`src/rtl/seven_segment_scan_driver.sv`:
```
// -----------------------------------------------------------------------------
// seven_segment_scan_driver
//
// Time-multiplexed driver for an N-digit common-anode seven-segment display.
// A packed hex/BCD word is captured into a shadow register on a load strobe.
// One shared decoder then feeds the segment lines while the anode lines are
// scanned one digit per refresh slot.
//
// Ports:
//   clk         in   1           system clock
//   rst_n       in   1           asynchronous active-low reset
//   load        in   1           capture data_in into the shadow register
//   data_in     in   4*N_DIGITS  packed nibbles, [3:0] = digit 0 (rightmost)
//   blank_mask  in   N_DIGITS    bit i = 1 forces digit i dark (live)
//   lz_suppress in   1           1 = blank leading zero digits (live)
//   seg_out     out  7           active-low segments, bit0 = a .. bit6 = g
//   an_out      out  N_DIGITS    active-low digit enables, one-hot-low
//   frame_done  out  1           one-cycle pulse after the scan wraps to digit 0
//
// Optional feature macro: SEVEN_SEGMENT_SCAN_DEADTIME_EN
//   When defined, every slot begins with GAP_CYCLES clocks of fully dark
//   output (anti-ghosting) before the selected digit is enabled.
// -----------------------------------------------------------------------------
module seven_segment_scan_driver #(
   parameter int N_DIGITS   = 4,
   parameter int CLK_HZ     = 50000000,
   parameter int SLOT_HZ    = 1000,
   parameter int HEX_MODE   = 0,
   parameter int GAP_CYCLES = 2
) (
   input  logic                    clk,
   input  logic                    rst_n,
   input  logic                    load,
   input  logic [4*N_DIGITS-1:0]   data_in,
   input  logic [N_DIGITS-1:0]     blank_mask,
   input  logic                    lz_suppress,
   output logic [6:0]              seg_out,
   output logic [N_DIGITS-1:0]     an_out,
   output logic                    frame_done
);

   localparam int DIV_RAW = CLK_HZ / SLOT_HZ;
   localparam int DIV     = (DIV_RAW < 1) ? 1 : DIV_RAW;
   localparam int CNT_W   = (DIV > 1) ? $clog2(DIV) : 1;
   localparam int IDX_W   = (N_DIGITS > 1) ? $clog2(N_DIGITS) : 1;

   localparam logic [CNT_W-1:0] CNT_LAST = CNT_W'(DIV - 1);
   localparam logic [IDX_W-1:0] IDX_LAST = IDX_W'(N_DIGITS - 1);
   localparam logic [6:0]       SEG_DARK = 7'h7F;

   // Active-high segment pattern (bit6 = g .. bit0 = a) for one nibble.
   function automatic logic [6:0] decode(input logic [3:0] v);
      logic [6:0] p;
      case (v)
         4'h0: p = 7'b0111111;
         4'h1: p = 7'b0000110;
         4'h2: p = 7'b1011011;
         4'h3: p = 7'b1001111;
         4'h4: p = 7'b1100110;
         4'h5: p = 7'b1101101;
         4'h6: p = 7'b1111101;
         4'h7: p = 7'b0000111;
         4'h8: p = 7'b1111111;
         4'h9: p = 7'b1101111;
         4'hA: p = (HEX_MODE != 0) ? 7'b1110111 : 7'b0001000;
         4'hB: p = (HEX_MODE != 0) ? 7'b1111100 : 7'b0001000;
         4'hC: p = (HEX_MODE != 0) ? 7'b0111001 : 7'b0001000;
         4'hD: p = (HEX_MODE != 0) ? 7'b1011110 : 7'b0001000;
         4'hE: p = (HEX_MODE != 0) ? 7'b1111001 : 7'b0001000;
         default: p = (HEX_MODE != 0) ? 7'b1110001 : 7'b0001000;
      endcase
      return p;
   endfunction

   logic [CNT_W-1:0]        cnt_q, cnt_d;
   logic [IDX_W-1:0]        idx_q, idx_d;
   logic [4*N_DIGITS-1:0]   shadow_q, shadow_d;
   logic [6:0]              seg_q, seg_d;
   logic [N_DIGITS-1:0]     an_q, an_d;
   logic                    frame_q, frame_d;
   logic                    tick;

   logic [N_DIGITS-1:0]     zero_above;  // bit i: all nibbles at indices >= i are zero
   logic [N_DIGITS-1:0]     dark_vec;
   logic [N_DIGITS-1:0]     sel_onehot;
   logic [3:0]              nib;
   logic                    dark_sel;
   logic [6:0]              dig_seg;
   logic [N_DIGITS-1:0]     dig_an;

   assign tick = (cnt_q == CNT_LAST);

   always_comb begin
      cnt_d    = tick ? '0 : cnt_q + CNT_W'(1);
      idx_d    = idx_q;
      if (tick) begin
         idx_d = (idx_q == IDX_LAST) ? '0 : idx_q + IDX_W'(1);
      end
      shadow_d = load ? data_in : shadow_q;
      frame_d  = tick && (idx_q == IDX_LAST);
   end

   // Digit selected for the coming slot, built from the shadow value held
   // before this edge; a load coincident with the tick shows one slot later.
   always_comb begin
      logic acc;
      acc        = 1'b1;
      zero_above = '0;
      for (int i = N_DIGITS - 1; i >= 0; i--) begin
         acc           = acc && (shadow_q[4*i +: 4] == 4'h0);
         zero_above[i] = acc;
      end

      dark_vec = blank_mask;
      for (int i = 1; i < N_DIGITS; i++) begin
         if (lz_suppress && zero_above[i]) begin
            dark_vec[i] = 1'b1;
         end
      end

      nib        = 4'h0;
      dark_sel   = 1'b0;
      sel_onehot = '0;
      for (int i = 0; i < N_DIGITS; i++) begin
         if (idx_d == IDX_W'(i)) begin
            nib           = shadow_q[4*i +: 4];
            dark_sel      = dark_vec[i];
            sel_onehot[i] = 1'b1;
         end
      end

      dig_seg = dark_sel ? SEG_DARK : ~decode(nib);
      dig_an  = dark_sel ? '1 : ~sel_onehot;
   end

`ifdef SEVEN_SEGMENT_SCAN_DEADTIME_EN
   // The digit picked at the tick is parked here through the dark gap and
   // driven onto the pins once the gap has elapsed.
   logic [6:0]          hold_seg_q, hold_seg_d;
   logic [N_DIGITS-1:0] hold_an_q, hold_an_d;

   always_comb begin
      hold_seg_d = hold_seg_q;
      hold_an_d  = hold_an_q;
      seg_d      = seg_q;
      an_d       = an_q;
      if (tick) begin
         hold_seg_d = dig_seg;
         hold_an_d  = dig_an;
         if (GAP_CYCLES > 0) begin
            seg_d = SEG_DARK;
            an_d  = '1;
         end else begin
            seg_d = dig_seg;
            an_d  = dig_an;
         end
      end else if ((GAP_CYCLES > 0) && (cnt_q == CNT_W'(GAP_CYCLES - 1))) begin
         seg_d = hold_seg_q;
         an_d  = hold_an_q;
      end
   end

   always_ff @(posedge clk or negedge rst_n) begin
      if (!rst_n) begin
         hold_seg_q <= SEG_DARK;
         hold_an_q  <= '1;
      end else begin
         hold_seg_q <= hold_seg_d;
         hold_an_q  <= hold_an_d;
      end
   end
`else
   always_comb begin
      seg_d = tick ? dig_seg : seg_q;
      an_d  = tick ? dig_an  : an_q;
   end
`endif

   always_ff @(posedge clk or negedge rst_n) begin
      if (!rst_n) begin
         cnt_q    <= '0;
         idx_q    <= '0;
         shadow_q <= '0;
         seg_q    <= SEG_DARK;
         an_q     <= '1;
         frame_q  <= 1'b0;
      end else begin
         cnt_q    <= cnt_d;
         idx_q    <= idx_d;
         shadow_q <= shadow_d;
         seg_q    <= seg_d;
         an_q     <= an_d;
         frame_q  <= frame_d;
      end
   end

   assign seg_out    = seg_q;
   assign an_out     = an_q;
   assign frame_done = frame_q;

endmodule

```
`config.mk`:
```
export PLATFORM = sky130hd
export DESIGN_NAME = seven_segment_scan_driver
export DESIGN_NICKNAME = d
export VERILOG_FILES = /design/src/rtl/seven_segment_scan_driver.sv
export SDC_FILE = /design/constraint.sdc
export NUM_CORES = 1
export LEC_CHECK = 0
export CAP_MARGIN = 15
export CORE_ASPECT_RATIO = 0.7
export CORE_MARGIN = 2
export CORE_UTILIZATION = 57
export DETAILED_ROUTE_END_ITERATION = 10
export PLACE_DENSITY = 0.84
export SETUP_SLACK_MARGIN = 0.4
export SYNTH_ARGS = -nofsm -noshare
export SYNTH_HDL_FRONTEND = slang
export SYNTH_SLANG_ARGS = --single-unit
```
`constraint.sdc`:
```
create_clock -name clk -period 5.6 [get_ports clk]
set_input_delay 1.4 -clock clk [delete_from_list [all_inputs] [get_ports clk]]
set_output_delay 1.4 -clock clk [all_outputs]
set_load 0.005 [all_outputs]
```
---- After elaboration in Yosys (flattened, before gate mapping) ----
Memory sizes are Yosys's and may differ from the RTL's.
Cells that the tools add are included.
operators by class
  equal/unequal tests ..................... 5
  shift operators ......................... 0
  bitwise gates (word level) .............. 2
  reductions and logical operators ........ 10
  multiplexer cells ....................... 20
  multipliers ............................. 0
  add/subtract/negate cells ............... 2
  div/mod/pow operators ................... 0
  order comparisons ....................... 0
operators with widths
  kind                   count
  $mux 4                 5
  $add 16x1->16 const B  1
  $eq 16x16->1 const B   1
  $mux 16                1
  $logic_not 4->1        3
  $mux 1                 11
  $mux 7                 1
  $not 7->7              1
  $eq 2x2->1 const B     3
  $logic_and 1x1->1      6
  $mux 2                 2
  $not 4->4              1
  $add 2x1->2 const B    1
  $eq 2x1->1 const B     1
  $logic_not 2->1        1
word-level totals
  input port bits ......................... 24
  register bits after elaboration ......... 46
  word-level logic and storage cells ...... 46
  bits in latches ......................... 0
  ROM bits ................................ 112
  RAM bits ................................ 0
  output and inout bits ................... 12
  memories kept ........................... 1
memory list
  memory            depth  bits a word  rd ports  clocked after Yosys merged registers in  wr ports  line  text
  (name not given)  16     7            1         0                                        0         54    case (v)

---- Longest topological paths before layout ----
An unclocked memory read counts as a cell.
  depth in word-level cells ............... 11
  depth in mapped cells ................... 12
  gate-level depth less buffers ........... 12

---- Worst setup path after synthesis ----
No wires, ideal clock.
  kind .................................... flip-flop to flip-flop
  from .................................... register cnt_q[4]
  to ...................................... register seg_q[5], in the netlist seg_out[5]
  data arrival time ....................... 3203 ps
  setup time .............................. 83 ps
  clock period less this slack ............ 3287 ps
  setup slack ............................. 2313 ps
  buffers on the path ..................... 1
  required time ........................... 5517 ps
  cell stages (with the launch flop) ...... 13
  path through ............................ dfrtp_1 -> or4b_1 -> buf_2 -> nor4_4 -> mux2i_1 -> inv_2 -> a21oi_1 -> a22o_1 -> inv_1 -> ha_1 -> nor3_1 -> a211oi_1 -> o32a_1
between the ends
  cells in the longest elaborated chain, start to end .. 10
  elaborated cells between the ends (all ways) .. 17
  those cells by class .................... 4 x eq/ne; 10 x mux; 1 x bitwise; 1 x reduce/logical; 1 x memory
RTL lines
  element                   line  text
  start: declaration        75    logic [CNT_W-1:0] cnt_q, cnt_d;
  start signal: assignment  188   cnt_q <= cnt_d;
  $eq 16x16->1 (*)          91    assign tick = (cnt_q == CNT_LAST);
  $mux 2 (*)                96    if (tick) begin
  via idx_d[0]              76    logic [IDX_W-1:0] idx_q, idx_d;
  $logic_not 2->1           125   if (idx_d == IDX_W'(i)) begin
  $mux 4 (4 in a row)       125
  $mem_v2 16x7              n/a
  $not 7->7                 132   dig_seg = dark_sel ? SEG_DARK : ~decode(nib);
  $mux 7 (*)                132
  end signal: assignment    191   seg_q <= seg_d;
  end: declaration          78    logic [6:0] seg_q, seg_d;
Mark *: on every way through the listed nets, which the timed path passes. The rest lies on a longest branch.
A chain may end at the register's enable or synchronous reset.

---- Worst setup path in the final report ----
Same ends and word-level chain as after synthesis.

==> impl_metrics.tcl <==
set metrics [dict create \
    status "complete, no violations" \
    h-tree-depth 2 \
    port_buffers 35 \
    fin_util_pct 72.0 \
    ys_ff_latch 46 \
    avgSynthCellArea_um2 11.1 \
    start_kind "flip-flop" \
    drv_cap 0 \
    hold_class "flip-flop to flip-flop" \
    holdWs_ns 0.492 \
    critPathKind "flip-flop to flip-flop" \
    start_util_pct 59.2 \
    grt_pass1_vias 1547 \
    finalNetCount 276 \
    r2r-end "seg_out[5]$_DFFE_PN1N_" \
    grt_usage_pct 22.4 \
    ctsRootBufferMaster "clkbuf_8" \
    dieArea_mm2 0.00458 \
    fin_skew_ns 0.00675 \
    die_w_um 80.0 \
    rr_startpoint "cnt_q[4]$_DFF_PN0_" \
    cts_resized 0 \
    arrival_ns 3.78 \
    ys_seq_area_share_pct 50.5 \
    synth_top_area_share_pct 38.0 \
    fp-row-count 19 \
    setup_viol 0 \
    drv_slew 0 \
    dp_hpwl_mm 3.38 \
    synthCells 207 \
    rr_worst_depth 11 \
    rsz0062_at_grt "no" \
    hold_buffers 0 \
    synthesis.nets 238 \
    finalNonFillerCells 298 \
    ir_worst_vdd_v 0.000150 \
    antenna_found_initial 0 \
    drc 0 \
    syn-cell-area_mm2 0.00231 \
    design_area_mm2 0.00281 \
    p_leak_nw 1.17 \
    vias 1722 \
    grt_max_degree 47 \
    die_h_um 57.2 \
    pre_cts_ws_ns 2.13 \
    tightest_slew_ns 0.993 \
    synth_area_leaders "dfrtp_1 (38%), dfstp_2 (13%), mux2_2 (8.3%)" \
    ys.flop_type "dfrtp_1" \
    worstHoldStart "cnt_q[10]$_DFF_PN0_" \
    place_area_mm2 0.00271 \
    fin_crit_sh_pct 63.3 \
    synth-async-reset-ratio_pct 100 \
    synth_cell_types 43 \
    dr.pass1.iters 4 \
    yosysWarnings 0 \
    required_ns 5.84 \
    fmax_mhz 282 \
    worstPathMaxFanout 8 \
    synth_common_cells "dfrtp_1 (35), mux2_2 (17), nor2_1 (16)" \
    ios 36 \
    cts-buffers-inserted 5 \
    holdPathStages 1 \
    r2r_setup_slack_ns 2.06 \
    syn2layout_area_growth_pct 21.6 \
    cts_tree "built" \
    period_minus_slack_ns 3.54 \
    via_per_inst 5.78 \
    grt_pass1_wl_mm 7.73 \
    yosysTopAreaCell "dfrtp_1" \
    drt_iter0_drc 140 \
    synth.most_common_cell "dfrtp_1" \
    num_antenna_cells 0 \
    worst_setup_path_end_kind "flip-flop" \
    drive_above_1_share_pct 17.9 \
    power_mw 0.643 \
    post_cts_buffers 0 \
    clock_sinks 46 \
    gr-total-overflow 0 \
    tns_ns 0 \
    coreArea_mm2 0.00390 \
    clk_pin_slew_ns 0.09 \
    dp_cells 290 \
    power.density_mw_per_mm2 229 \
    setup_ws_ns 2.06 \
    clock_path_buffers 2 \
    wl_mm 4.63 \
    clock_latency_ns 0.30 \
    routedWlPerCell_um 15.5 \
    relSlewSlack_pct 33.8 \
    holdPathEnd "cnt_q[10]$_DFF_PN0_" \
    finalHoldViolations 0 \
    synth_edf_count 0 \
    antenna_left 0 \
    gp_congestion 0.853 \
]
-- layer usage --
metal / vias to the layer above / GRT usage (%) / wire length, um
li1: 837 / - / -
met4: 0 / 7.51 / 55
met5: - / 0 / 0
met2: 59 / 29.0 / 1950
met3: 6 / 4.75 / 257
met1: 820 / 37.0 / 2370
-- cells in the final DEF (no fill, tap or decap), types with 2 or more instances in the layout --
cell / n
dfrtp_1: 35
clkdlybuf4s50_1: 34
mux2_2: 17
nor2_1: 16
nand2_1: 15
nand3_1: 11
a21oi_1: 11
dfstp_2: 11
xor2_1: 7
ha_1: 7
clkbuf_8: 7
nor4_1: 6
xnor2_1: 6
and3_1: 5
o21ai_0: 5
mux2i_1: 4
nand4_1: 4
inv_1: 4
nor3_1: 4
o32a_1: 4
a211oi_1: 3
nand4bb_1: 2
inv_2: 2
or3_1: 2
nand4b_1: 2
o22a_1: 2
-- power breakdown --
group / total [mW] / switching [mW] / internal [mW]
sequential: 0.354 / 0.0102 / 0.344
clock: 0.220 / 0.109 / 0.111
combinational: 0.0688 / 0.0323 / 0.0365
-- cells by family after synthesis --
family | after synthesis | share of synthesized area (%)
AND/OR/NAND/NOR | 75 | 17.8
multiplexers | 22 | 10.5
AO/OA/AOI/OAI | 33 | 10.6
buffers and inverters | 11 | 1.84
XOR/XNOR | 13 | 4.93
adder cells (fa/ha/maj) | 7 | 3.80
flip-flops | 46 | 50.5
-- sequential cells by signal, indices dropped and copies added, names as in the netlist --
name	flops
shadow_q	16
frame_done	1
an_out	4
cnt_q	16
idx_q	2
seg_out	7
-- layout make-up --
class | instances | area, um^2
sequential | 46 | 1160
tap | 52 | 65.1
clock inverter | 1 | 3.75
fill | 306 | 1090
inverter | 6 | 22.5
clock buffer | 7 | 96.3
multi-input combinational | 150 | 1100
timing repair buffer | 36 | 353
-- worst max-delay path, stage by stage (launching register included) --
cell and delay (ns):
dfrtp_1 0.42, or4b_1 0.64, nor4_4 0.36, mux2i_1 0.57, inv_2 0.17, a21oi_1 0.16
a22o_1 0.25, inv_1 0.09, ha_1 0.23, nor3_1 0.22, a211oi_1 0.08, o32a_1 0.29
-- worst max path at each step --
| stage | startpoint | end | slack, ns | depth (start not counted) |
|---|---|---|---|---|
| 6_report | cnt_q[4]$_DFF_PN0_ | seg_out[5]$_DFFE_PN1N_ | 2.06 | 11 |
| 2_1_floorplan | cnt_q[4]$_DFF_PN0_ | seg_out[5]$_DFFE_PN1N_ | 2.31 | 12 |
| 5_1_grt | cnt_q[4]$_DFF_PN0_ | seg_out[5]$_DFFE_PN1N_ | 1.90 | 11 |
| 3_3_place_gp | cnt_q[4]$_DFF_PN0_ | seg_out[5]$_DFFE_PN1N_ | 2.33 | 11 |
| 4_1_cts | cnt_q[4]$_DFF_PN0_ | seg_out[5]$_DFFE_PN1N_ | 2.13 | 11 |
| 3_5_place_dp | cnt_q[4]$_DFF_PN0_ | seg_out[5]$_DFFE_PN1N_ | 2.13 | 11 |
Power figures use the tool's default switching activity.
